<file path="src/rtl/dbgreg_bridge_if.sv">
// Word-wide SoC memory bus between the debug bridge (master) and the fabric (slave).
// A request is held by mem_valid until the single-cycle mem_ready completion.
interface dbgreg_bridge_if;
  logic        mem_valid;
  logic        mem_ready;
  logic [31:0] mem_addr;
  logic [31:0] mem_wdata;
  logic [3:0]  mem_wstrb;
  logic [31:0] mem_rdata;

  modport master (
    output mem_valid, mem_addr, mem_wdata, mem_wstrb,
    input  mem_ready, mem_rdata
  );

  modport slave (
    input  mem_valid, mem_addr, mem_wdata, mem_wstrb,
    output mem_ready, mem_rdata
  );
endinterface

</file>
<file path="src/rtl/dbgreg_bridge.sv">
// JTAG debug-word to memory-bus bridge: queues captured DR words in a small FIFO and
// executes them as SETADDR/READ/CTRL commands or data writes on a word-wide bus.
module dbgreg_bridge #(
  parameter int FIFO_DEPTH = 4
) (
  input  logic            clk_i,
  input  logic            rst_i,
  input  logic [31:0]     dbgreg_in_i,
  input  logic            dbgreg_strobe_i,
  input  logic            dbgreg_sel_i,
  output logic [31:0]     dbgreg_out_o,
  output logic            busy_o,
  output logic            overflow_o,
  dbgreg_bridge_if.master mem
);
  localparam int          PW       = $clog2(FIFO_DEPTH);
  localparam logic [PW:0] FULL_CNT = (PW+1)'(FIFO_DEPTH);
  localparam logic [1:0]  OP_SETADDR = 2'b00;
  localparam logic [1:0]  OP_READ    = 2'b01;
  localparam logic [1:0]  OP_CTRL    = 2'b10;

  typedef enum logic {S_IDLE, S_BUS} state_e;

  logic [32:0]   fifo_q [FIFO_DEPTH];
  logic [PW-1:0] wptr_q, rptr_q;
  logic [PW:0]   cnt_q, cnt_d;
  state_e        state_q;
  logic [29:0]   addr_q;
  logic          autoinc_q, overflow_q, busy_q, mem_valid_q;
  logic [31:0]   mem_addr_q, mem_wdata_q, dbgreg_out_q;
  logic [3:0]    mem_wstrb_q;

  logic          full, push, drop, pop, head_sel, start_bus, bus_done, ovf_clr, bus_d;
  logic [31:0]   head_word;
  logic [1:0]    head_op;

  // Fullness is judged on the registered count, so a same-cycle pop cannot rescue a push.
  always_comb begin
    full      = (cnt_q == FULL_CNT);
    push      = dbgreg_strobe_i & ~full;
    drop      = dbgreg_strobe_i & full;
    pop       = (state_q == S_IDLE) && (cnt_q != '0);
    {head_sel, head_word} = fifo_q[rptr_q];
    head_op   = head_word[31:30];
    start_bus = pop && (!head_sel || head_op == OP_READ);
    bus_done  = (state_q == S_BUS) && mem.mem_ready;
    ovf_clr   = pop && head_sel && (head_op == OP_CTRL) && head_word[1];
    cnt_d     = cnt_q + (PW+1)'(push) - (PW+1)'(pop);
    bus_d     = (state_q == S_IDLE) ? start_bus : !bus_done;
  end

  always_ff @(posedge clk_i) begin
    if (push) fifo_q[wptr_q] <= {dbgreg_sel_i, dbgreg_in_i};
  end

  always_ff @(posedge clk_i) begin
    if (rst_i) begin
      wptr_q <= '0;
      rptr_q <= '0;
      cnt_q  <= '0;
    end else begin
      if (push) wptr_q <= wptr_q + 1'b1;
      if (pop)  rptr_q <= rptr_q + 1'b1;
      cnt_q <= cnt_d;
    end
  end

  always_ff @(posedge clk_i) begin
    if (rst_i) begin
      state_q      <= S_IDLE;
      addr_q       <= '0;
      autoinc_q    <= 1'b1;
      overflow_q   <= 1'b0;
      busy_q       <= 1'b0;
      mem_valid_q  <= 1'b0;
      mem_addr_q   <= '0;
      mem_wdata_q  <= '0;
      mem_wstrb_q  <= '0;
      dbgreg_out_q <= '0;
    end else begin
      busy_q     <= (cnt_d != '0) || bus_d;
      // A new drop wins over a clear landing in the same cycle.
      overflow_q <= drop | (overflow_q & ~ovf_clr);
      case (state_q)
        S_IDLE: begin
          if (start_bus) begin
            mem_valid_q <= 1'b1;
            mem_addr_q  <= {addr_q, 2'b00};
            mem_wstrb_q <= head_sel ? 4'h0 : 4'hF;
            if (!head_sel) mem_wdata_q <= head_word;
            state_q     <= S_BUS;
          end else if (pop) begin
            case (head_op)
              OP_SETADDR: addr_q    <= head_word[29:0];
              OP_CTRL:    autoinc_q <= head_word[0];
              default: ;
            endcase
          end
        end
        S_BUS: begin
          if (mem.mem_ready) begin
            mem_valid_q <= 1'b0;
            if (mem_wstrb_q == 4'h0) dbgreg_out_q <= mem.mem_rdata;
            if (autoinc_q) addr_q <= addr_q + 30'd1;
            state_q     <= S_IDLE;
          end
        end
        default: state_q <= S_IDLE;
      endcase
    end
  end

  assign mem.mem_valid = mem_valid_q;
  assign mem.mem_addr  = mem_addr_q;
  assign mem.mem_wdata = mem_wdata_q;
  assign mem.mem_wstrb = mem_wstrb_q;
  assign dbgreg_out_o  = dbgreg_out_q;
  assign busy_o        = busy_q;
  assign overflow_o    = overflow_q;
endmodule

</file>
<file path="src/flat_wrapper.sv">
// flat-port wrapper written by rule: the top's interface ports become plain ports
module dbgreg_bridge_flat 
#(
  parameter int FIFO_DEPTH = 4
)
  (clk_i, rst_i, dbgreg_in_i, dbgreg_strobe_i, dbgreg_sel_i, dbgreg_out_o, busy_o, overflow_o, mem_mem_valid, mem_mem_addr, mem_mem_wdata, mem_mem_wstrb, mem_mem_ready, mem_mem_rdata);
  dbgreg_bridge_if mem_i ();
  input  logic clk_i;
  input  logic rst_i;
  input  logic [31:0] dbgreg_in_i;
  input  logic dbgreg_strobe_i;
  input  logic dbgreg_sel_i;
  output logic [31:0] dbgreg_out_o;
  output logic busy_o;
  output logic overflow_o;
  output wire logic [$bits(mem_i.mem_valid)-1:0] mem_mem_valid;
  output wire logic [$bits(mem_i.mem_addr)-1:0] mem_mem_addr;
  output wire logic [$bits(mem_i.mem_wdata)-1:0] mem_mem_wdata;
  output wire logic [$bits(mem_i.mem_wstrb)-1:0] mem_mem_wstrb;
  input wire logic [$bits(mem_i.mem_ready)-1:0] mem_mem_ready;
  input wire logic [$bits(mem_i.mem_rdata)-1:0] mem_mem_rdata;
  assign mem_mem_valid = mem_i.mem_valid;
  assign mem_mem_addr = mem_i.mem_addr;
  assign mem_mem_wdata = mem_i.mem_wdata;
  assign mem_mem_wstrb = mem_i.mem_wstrb;
  assign mem_i.mem_ready = mem_mem_ready;
  assign mem_i.mem_rdata = mem_mem_rdata;
  dbgreg_bridge #(.FIFO_DEPTH(FIFO_DEPTH)) u_core (.clk_i(clk_i), .rst_i(rst_i), .dbgreg_in_i(dbgreg_in_i), .dbgreg_strobe_i(dbgreg_strobe_i), .dbgreg_sel_i(dbgreg_sel_i), .dbgreg_out_o(dbgreg_out_o), .busy_o(busy_o), .overflow_o(overflow_o), .mem(mem_i));
endmodule
</file>
<file path="config.mk">
export PLATFORM = sky130hd
export DESIGN_NAME = dbgreg_bridge_flat
export DESIGN_NICKNAME = d
export VERILOG_FILES = /design/src/rtl/dbgreg_bridge_if.sv /design/src/rtl/dbgreg_bridge.sv /design/src/flat_wrapper.sv
export SDC_FILE = /design/constraint.sdc
export NUM_CORES = 1
export LEC_CHECK = 0
export CAP_MARGIN = 20
export CORE_ASPECT_RATIO = 0.9
export CORE_MARGIN = 4
export CORE_UTILIZATION = 55
export CTS_BUF_LIST = sky130_fd_sc_hd__clkbuf_4
export DETAILED_ROUTE_END_ITERATION = 10
export PLACE_DENSITY = 0.82
export SETUP_SLACK_MARGIN = 0.2
export SLEW_MARGIN = 15
export SYNTH_ARGS = -nofsm -noshare
export SYNTH_HDL_FRONTEND = slang
export SYNTH_SLANG_ARGS = --single-unit
</file>
<file path="constraint.sdc">
create_clock -name clk_i -period 2.7 [get_ports clk_i]
set_input_delay 0.54 -clock clk_i [delete_from_list [all_inputs] [get_ports clk_i]]
set_output_delay 0.54 -clock clk_i [all_outputs]
set_load 0.05 [all_outputs]
</file>
==> tab_implementation.tex, run 1 <==
\begin{tabular}{lr}
\hline
Metric & Value \\
\hline
\multicolumn{2}{l}{\textbf{Clock tree}} \\
\quad Inserted Clock Buffers & 69 \\
\quad Clk buf depth & 3 \\
\quad Clock sink count & around 270 \\
\quad Clk Tree Root Cell & clkbuf\_4 \\
\quad Post-CTS Setup Inserts & 0 \\
\quad Clock tree from TritonCTS & built \\
\quad Clock transition at the registers of the reported paths & 0.07 ns \\
\quad Hold Buf Count CTS & 0 \\
\quad Latest clock arrival within the worst-skew pair & 0.66 ns \\
\quad Max H-tree Level & 3 \\
\multicolumn{2}{l}{\textbf{Worst setup path}} \\
\quad Required time of the critical path & 3.21 ns \\
\quad Data arrival at the endpoint of the critical path & 2.95 ns \\
\quad Largest stage delay on the critical path & 0.38 ns \\
\quad Crit path kind & reg2reg \\
\quad Worst Path Buf+Inv & 2 \\
\quad Largest delay contributor family on the critical path & adder cells \\
\quad Slowest cell on crit path & fa\_1 \\
\quad Startpoint types & flop \\
\quad Largest fanout on the critical path & 4 \\
\quad Worst Setup End Kind & flop \\
\quad Critical Path, Cell by Cell & nor3\_2, or2\_2, inv\_1, ha\_1, inv\_1, ha\_1, fa\_1, xnor2\_1, xnor2\_1, a31oi\_1 \\
\multicolumn{2}{l}{\textbf{Floorplanning}} \\
\quad Chip Height & 140 um \\
\quad Effective utilization at floorplan & a little under three fifths \\
\quad Die Wd & 155 um \\
\quad Die ar. & 21,600 um2 \\
\quad Placeable core region & 18,700 um2 \\
\quad Number of rows in the core area & 47 \\
\quad Top-level I/O count & 172 \\
\multicolumn{2}{l}{\textbf{Pwr}} \\
\quad Maximum VDD drop & between 0.0008 and 0.0009 V \\
\quad Static Leak & around 0.0047 uW \\
\quad Total power density per cell area & 1120 nW/um2 \\
\multicolumn{2}{l}{\textbf{Final layout}} \\
\quad Area used by multi-input combinational logic & 3560 um2 \\
\quad Most common cell after layout, fill and taps aside & clkdlybuf4s50\_1 \\
\quad Leading cell types in the layout, fill and taps excluded & clkdlybuf4s50\_1 (163), nand2\_1 (160), dfxtp\_1 (138) \\
\quad Fraction of the core area covered by cells at the end of the flow & 72.6\% \\
\quad Fraction of layout instances using a drive strength above 1 & 15.7\% \\
\quad Post-synthesis to final-layout area growth & 27.6\% \\
\quad Net count, final & roughly 1,200 \\
\quad Sequential Area & 6750 um2 \\
\quad Number of fillers in the final layout & 1,301 \\
\multicolumn{2}{l}{\textbf{Logic synthesis}} \\
\quad Register bit count reported by yosys & 271 \\
\quad Synth async-reset ratio & 0\% \\
\quad Top-area cell type share of the netlist area & around 37\% \\
\quad Post-Syn Instances & between 800 and 900 \\
\quad Sequential-to-total area share from yosys stat & 63.4\% \\
\quad Most instantiated flip-flop cell in the synthesis netlist & dfxtp\_1 \\
\quad Count of yosys warnings during synthesis & 0 \\
\quad Post-synthesis instance area & approximately 11,000 um2 \\
\quad Number of distinct library cells after synthesis & 54 \\
\quad Dominant cells by area after synthesis & edfxtp\_1 (37\%), dfxtp\_1 (26\%), mux4\_2 (7.0\%) \\
\quad Top cell type by total area after synthesis & edfxtp\_1 \\
\quad Post-synth EDFFs & 132 \\
\quad Post-synthesis area per instance & 11.9 um2 \\
\multicolumn{2}{l}{\textbf{Detailed routing}} \\
\quad Final routed wirelength across all metal layers & 25.9 mm \\
\quad Number of design-rule violations left by the first detailed-router iteration & 861 \\
\quad Post-route DRC & 0 \\
\quad Total vias in the final route & 7,916 \\
\quad Vias per cell & 5.65 \\
\quad Iteration count of the initial detailed-routing pass & 5 \\
\quad Post-route ant nets & 0 \\
\quad DR WL/cell & 18.5 um \\
\multicolumn{2}{l}{\textbf{GRT}} \\
\quad Largest net degree at the start of global routing & 60 \\
\quad Vias in the first global route & around 7,800 \\
\quad Global routing usage summed across all routing layers & 23.7\% \\
\quad Antenna violations before repair & 1 \\
\quad GRT overflow & 0 \\
\quad First-pass GRT wire length & 41.0 mm \\
\multicolumn{2}{l}{\textbf{Timing}} \\
\quad Transition time at the pin with the least slew margin & 0.622 ns \\
\quad Final cycle utilization of the critical path & 90.1\% \\
\quad Count of pins over their slew limit & 0 \\
\quad TNS Setup & 0 ns \\
\quad Max\_slew headroom & 58.5\% \\
\quad Setup clock skew after layout & 0.0315 ns \\
\quad Finish-stage setup viols & 0 \\
\quad Count of endpoints failing hold in the final timing report & 0 \\
\quad RSZ-0062 raised after global routing & no \\
\quad Crit path time final & 2.43 ns \\
\quad Achievable frequency & roughly 400 MHz \\
\multicolumn{2}{l}{\textbf{Run}} \\
\quad Max Cap Violations & 0 \\
\multicolumn{2}{l}{\textbf{Place}} \\
\quad Port-buffer cells & 169 \\
\quad Detailed-placement wirelength estimate & 17.7 mm \\
\quad Weighted congestion at the end of routability-driven global placement & 0.884 \\
\multicolumn{2}{l}{\textbf{Outcome}} \\
\quad Run status & finished clean \\
\multicolumn{2}{l}{\textbf{Min path}} \\
\quad Path class of the lowest-slack min-delay path & in2reg \\
\hline
\end{tabular}
metal layers:
metal | part of all wire [%] | global-route usage (%)
met5 | 0 | 0
met3 | 8.3 | 6.97
met2 | 49 | 38.3
met1 | 41 | 31.3
met4 | 1.8 | 7.57
power breakdown:
group          internal, uW  switching, uW  total, uW
clock network          1840           1570       3410
registers              5140            587       5720
logic                  2260           3790       6050
final timing paths:
| check | startpoint | to | slack (ns) | cells past startpoint |
|---|---|---|---|---|
| setup / recovery | u_core.cnt_q[2]$_SDFF_PP0_ | u_core.busy_o$_SDFF_PP0_ | 0.27 | 10 |
| hold / removal | rst_i | u_core.mem.mem_addr[22]$_SDFFE_PP0P_ | 0.27 | 2 |
| setup reg to reg | u_core.cnt_q[2]$_SDFF_PP0_ | u_core.busy_o$_SDFF_PP0_ | 0.27 | 10 |
| hold reg to reg | u_core.dbgreg_out_o[8]$_SDFFE_PP0P_ | u_core.dbgreg_out_o[8]$_SDFFE_PP0P_ | 0.45 | 2 |
sequential cells by signal, indices dropped and copies added, names as in the netlist, named ones only:
| register | count |
|---|---|
| u_core.fifo_q | 132 |
| u_core.busy_o | 1 |
| u_core.rptr_q | 2 |
| u_core.mem.mem_wdata | 32 |
| u_core.mem.mem_addr | 30 |
| u_core.overflow_o | 1 |
| u_core.mem.mem_valid | 1 |
| u_core.mem.mem_wstrb | 1 |
| u_core.state_q | 1 |
| u_core.dbgreg_out_o | 32 |
| u_core.autoinc_q | 1 |
| u_core.wptr_q | 2 |
| u_core.addr_q | 30 |
| u_core.cnt_q | 3 |
area by class of cell:
| cell class | instances | area share [%] |
|---|---|---|
| Sequential cell | 271 | 49.7 |
| Multi-Input combinational cell | 545 | 26.2 |
| Timing Repair Buffer | 196 | 14.7 |
| Clock buffer | 102 | 5.64 |
| Tap cell | 245 | 2.26 |
| Clock inverter | 21 | 0.875 |
| Inverter | 21 | 0.581 |
| Antenna cell | 1 | 0.0184 |
metrics by stage:
step	setup slack [ns]	power (uW)	hold slack [ns]	area, um2	instances
after floorplan	0.354	9810	0.458	10600	898
after global placement	0.401	11700	0.441	12700	1278
after detailed placement	0.302	11800	0.447	12700	1278
after CTS	0.227	15200	0.217	13600	1401
after global routing	0.146	16000	0.244	13600	1402
final	0.266	15200	0.268	13600	1402
cells by family after synthesis:
group	Yosys count	share of synthesized area [%]
and+or+nand+nor	292	11.9
other	1	0.0352
muxes	64	9.90
buffers and inverters	82	3.34
DFF	271	63.4
adders and majority gates	8	1.01
xor gates and xnor gates	5	0.411
AOI/OAI and AO/OA	174	10.0
Yosys cell counts (9+ instances only):
cell type,number
mux4_2,33
nor2_1,59
inv_1,21
mux2i_1,31
nor3_1,9
nand3_1,20
o21ai_0,13
nand2_1,160
clkbuf_1,45
buf_4,9
nand4_1,11
edfxtp_1,132
a21oi_1,94
dfxtp_1,139
o32ai_1,12
timing repair:
item / CTS / global route
hold endpoints to repair: 0 / 0
cloned: 0 / 0
resized for setup: 4 / 4
endpoints found under the setup margin: 4 / 4
pin swaps: 0 / 1
worst register-to-register path: cells and delay by family, from the launching register on:
| family | cells | cell delay [ns] |
|---|---|---|
| simple gates | 2 | 0.43 |
| fa+ha+maj | 3 | 0.85 |
| buf+inv | 2 | 0.13 |
| xor+xnor | 2 | 0.42 |
| flops | 1 | 0.36 |
| compound gates | 1 | 0.11 |
No activity file was read; power rests on OpenSTA's default activity.
==> run 2: changes to the inputs <==
- GPL_TIMING_DRIVEN: not set -> 0
==> run 2 against run 1 <==
  * Combinational power rose by 4.6%
  * Largest cell class unchanged
  * Register-to-register slack barely moved
  * Global-route usage rose by 2.5 points
  * Routed wire length rose by 11%
  * Worst setup slack improved by 0.010 ns
  * Largest power group unchanged
==> tab_implementation.tex, run 2 (synthesis gave the netlist of run 1 again) <==
\begin{tabular}{lr}
\hline
Metric & Value \\
\hline
\multicolumn{2}{l}{\textbf{Worst setup path}} \\
\quad Data arrival at the endpoint of the critical path & 1.88 ns (-1.07 ns) \\
\quad Crit path kind & reg2out \\
\quad Largest delay contributor family on the critical path & buffers and inverters \\
\quad Worst Setup End Kind & output pin \\
\quad Slowest cell on crit path & clkdlybuf4s50\_1 \\
\quad Required time of the critical path & 2.16 ns (-1.05 ns) \\
\quad Startpoint types & flop \\
\quad Worst Path Buf+Inv & 1 (-1) \\
\quad Largest stage delay on the critical path & 0.83 ns (+0.45 ns) \\
\quad Largest fanout on the critical path & 2 (-2) \\
\quad Critical Path, Cell by Cell & clkdlybuf4s50\_1 \\
\multicolumn{2}{l}{\textbf{Detailed routing}} \\
\quad Iteration count of the initial detailed-routing pass & 6 (+1) \\
\quad Final routed wirelength across all metal layers & 28.8 mm (+11\%) \\
\quad Post-route DRC & 0 (unchanged) \\
\quad Number of design-rule violations left by the first detailed-router iteration & 891 (+3.5\%) \\
\quad Total vias in the final route & 8,279 (+4.6\%) \\
\quad DR WL/cell & 19.9 um (+7.9\%) \\
\quad Vias per cell & 5.72 (+1.3\%) \\
\quad Post-route ant nets & 0 (unchanged) \\
\multicolumn{2}{l}{\textbf{Clock tree}} \\
\quad Latest clock arrival within the worst-skew pair & 0.65 ns (about the same) \\
\quad Clock transition at the registers of the reported paths & 0.07 ns (about the same) \\
\quad Max H-tree Level & 3 (unchanged) \\
\quad Clock sink count & 271 (unchanged) \\
\quad Inserted Clock Buffers & 70 (+1.4\%) \\
\quad Clk Tree Root Cell & clkbuf\_4 \\
\quad Hold Buf Count CTS & 0 (unchanged) \\
\quad Clock tree from TritonCTS & built \\
\quad Clk buf depth & 3 (unchanged) \\
\multicolumn{2}{l}{\textbf{Timing}} \\
\quad Final cycle utilization of the critical path & 89.8\% (-0.37 points) \\
\quad Crit path time final & 2.42 ns (-0.0101 ns) \\
\quad Transition time at the pin with the least slew margin & 0.805 ns (+0.183 ns) \\
\quad TNS Setup & 0 ns (unchanged) \\
\quad Final setup margin & 0.276 ns (+0.0101 ns) \\
\quad Setup clock skew after layout & 0.0429 ns (+0.0114 ns) \\
\quad Max\_slew headroom & 45.9\% (-13 points) \\
\quad Count of pins over their slew limit & 0 (unchanged) \\
\quad WHS & 0.436 ns (+0.168 ns) \\
\quad Finish-stage setup viols & 0 (unchanged) \\
\quad Count of endpoints failing hold in the final timing report & 0 (unchanged) \\
\quad RSZ-0062 raised after global routing & yes \\
\quad Achievable frequency & 413 MHz (+0.42\%) \\
\multicolumn{2}{l}{\textbf{Floorplanning}} \\
\quad Die ar. & 21,600 um2 (unchanged) \\
\quad Top-level I/O count & 172 (unchanged) \\
\quad Effective utilization at floorplan & 56.9\% (unchanged) \\
\quad Die Wd & 155 um (unchanged) \\
\quad Placeable core region & 18,700 um2 (unchanged) \\
\quad Chip Height & 140 um (unchanged) \\
\quad Number of rows in the core area & 47 (unchanged) \\
\multicolumn{2}{l}{\textbf{Final layout}} \\
\quad Flip-flop count of the largest register, all copies and words added & 132 (unchanged) \\
\quad Leading cell types in the layout, fill and taps excluded & clkdlybuf4s50\_1 (165), nand2\_1 (159), dfxtp\_1 (139) \\
\quad Largest register by flop count & u\_core.fifo\_q \\
\quad Fraction of layout instances using a drive strength above 1 & 16.1\% (+0.41 points) \\
\quad Post-synthesis to final-layout area growth & 29.0\% \\
\quad Number of fillers in the final layout & 1,293 (-0.61\%) \\
\quad Most common cell after layout, fill and taps aside & clkdlybuf4s50\_1 \\
\quad Net count, final & 1,225 (+3.7\%) \\
\multicolumn{2}{l}{\textbf{GRT}} \\
\quad Global routing usage summed across all routing layers & 26.3\% (+2.5 points) \\
\quad GRT overflow & 0 (unchanged) \\
\quad First-pass GRT wire length & 44.4 mm (+8.3\%) \\
\quad Vias in the first global route & 8,199 (+4.5\%) \\
\quad Antenna violations before repair & 1 (unchanged) \\
\quad Largest net degree at the start of global routing & 32 (-47\%) \\
\multicolumn{2}{l}{\textbf{Place}} \\
\quad Detailed-placement wirelength estimate & 20.4 mm (+15\%) \\
\quad Place WS & -0.320 ns (-0.622 ns) \\
\quad Weighted congestion at the end of routability-driven global placement & 0.964 (+9.1\%) \\
\quad Port-buffer cells & 169 (unchanged) \\
\multicolumn{2}{l}{\textbf{Pwr}} \\
\quad Total chip power & 15,500 uW (+1.9\%) \\
\quad Static Leak & 0.00474 uW (+0.72\%) \\
\quad Maximum VDD drop & 0.000650 V (-25\%) \\
\quad Total power density per cell area & 1130 nW/um2 (+0.75\%) \\
\multicolumn{2}{l}{\textbf{Run}} \\
\quad Max Cap Violations & 0 (unchanged) \\
\multicolumn{2}{l}{\textbf{Min path}} \\
\quad Path class of the lowest-slack min-delay path & in2reg \\
\multicolumn{2}{l}{\textbf{Outcome}} \\
\quad Run status & finished clean \\
\hline
\end{tabular}
run 2: changes by cell type in the layout (fill, tap and decap cells not counted), sizes merged:
| cell | change |
|---|---|
| dlymetal6s2s | -1 |
| bufinv | -1 |
| inv | +1 |
| clkinvlp | +1 |
| clkdlybuf4s50 | +2 |
| clkinv | -5 |
| clkbuf | +52 |
| buf | -4 |
run 2: layout make-up:
class                           count  area, um2  area share [%]
Antenna cell                        1       2.50          0.0182
Buffer                             61        288            2.10
Clock buffer                      108        811            5.91
Clock inverter                     17       75.1           0.547
Inverter                           21       78.8           0.574
Multi-Input combinational cell    545       3590            26.2
Sequential cell                   271       6750            49.1
Tap cell                          245        307            2.23
Timing Repair Buffer              178       1830            13.3
run 2: where the power goes:
group | internal (uW) | switching (uW) | total [uW]
Combinational | 2290 | 4040 | 6330
Clock | 1830 | 1590 | 3410
Sequential | 5130 | 580 | 5710
Total | 9250 | 6210 | 15500
run 2: worst paths after layout:
kind,end,slack [ns],from,depth (start not counted)
worst min register to register,u_core.dbgreg_out_o[6]$_SDFFE_PP0P_,0.45,u_core.dbgreg_out_o[6]$_SDFFE_PP0P_,2
worst max-delay path,mem_mem_wdata[30],0.28,u_core.mem.mem_wdata[30]$_SDFFE_PP0P_,1
worst min-delay path,u_core.dbgreg_out_o[18]$_SDFFE_PP0P_,0.44,mem_mem_rdata[18],3
worst max register to register,u_core.addr_q[6]$_SDFFE_PP0P_,0.28,flop,8
run 2: per-layer routing:
layer  vias to the layer above  wire, um  GRT usage, %
met1                      3941     11400          34.9
met4                         0      1030          11.0
li1                       3807         -             -
met3                        85      2620          6.79
met2                       446     13800          41.4
met5                         -         0             0
run 2: metrics by stage:
stage | instance area [um2] | std cells | utilization [%]
6_report | 13700 | 1447 | 73.4
5_1_grt | 13700 | 1447 | 73.4
4_1_cts | 13700 | 1441 | 73.0
3_5_place_dp | 12800 | 1316 | 68.2
3_3_place_gp | 12600 | 1312 | 67.6
2_1_floorplan | 10600 | 898 | -
run 2: repair_timing:
action | in CTS | in global routing
endpoints found under the setup margin | 31 | 38
gates resized for setup | 8 | 13
buffers inserted | 0 | 5
pin swaps | 0 | 2
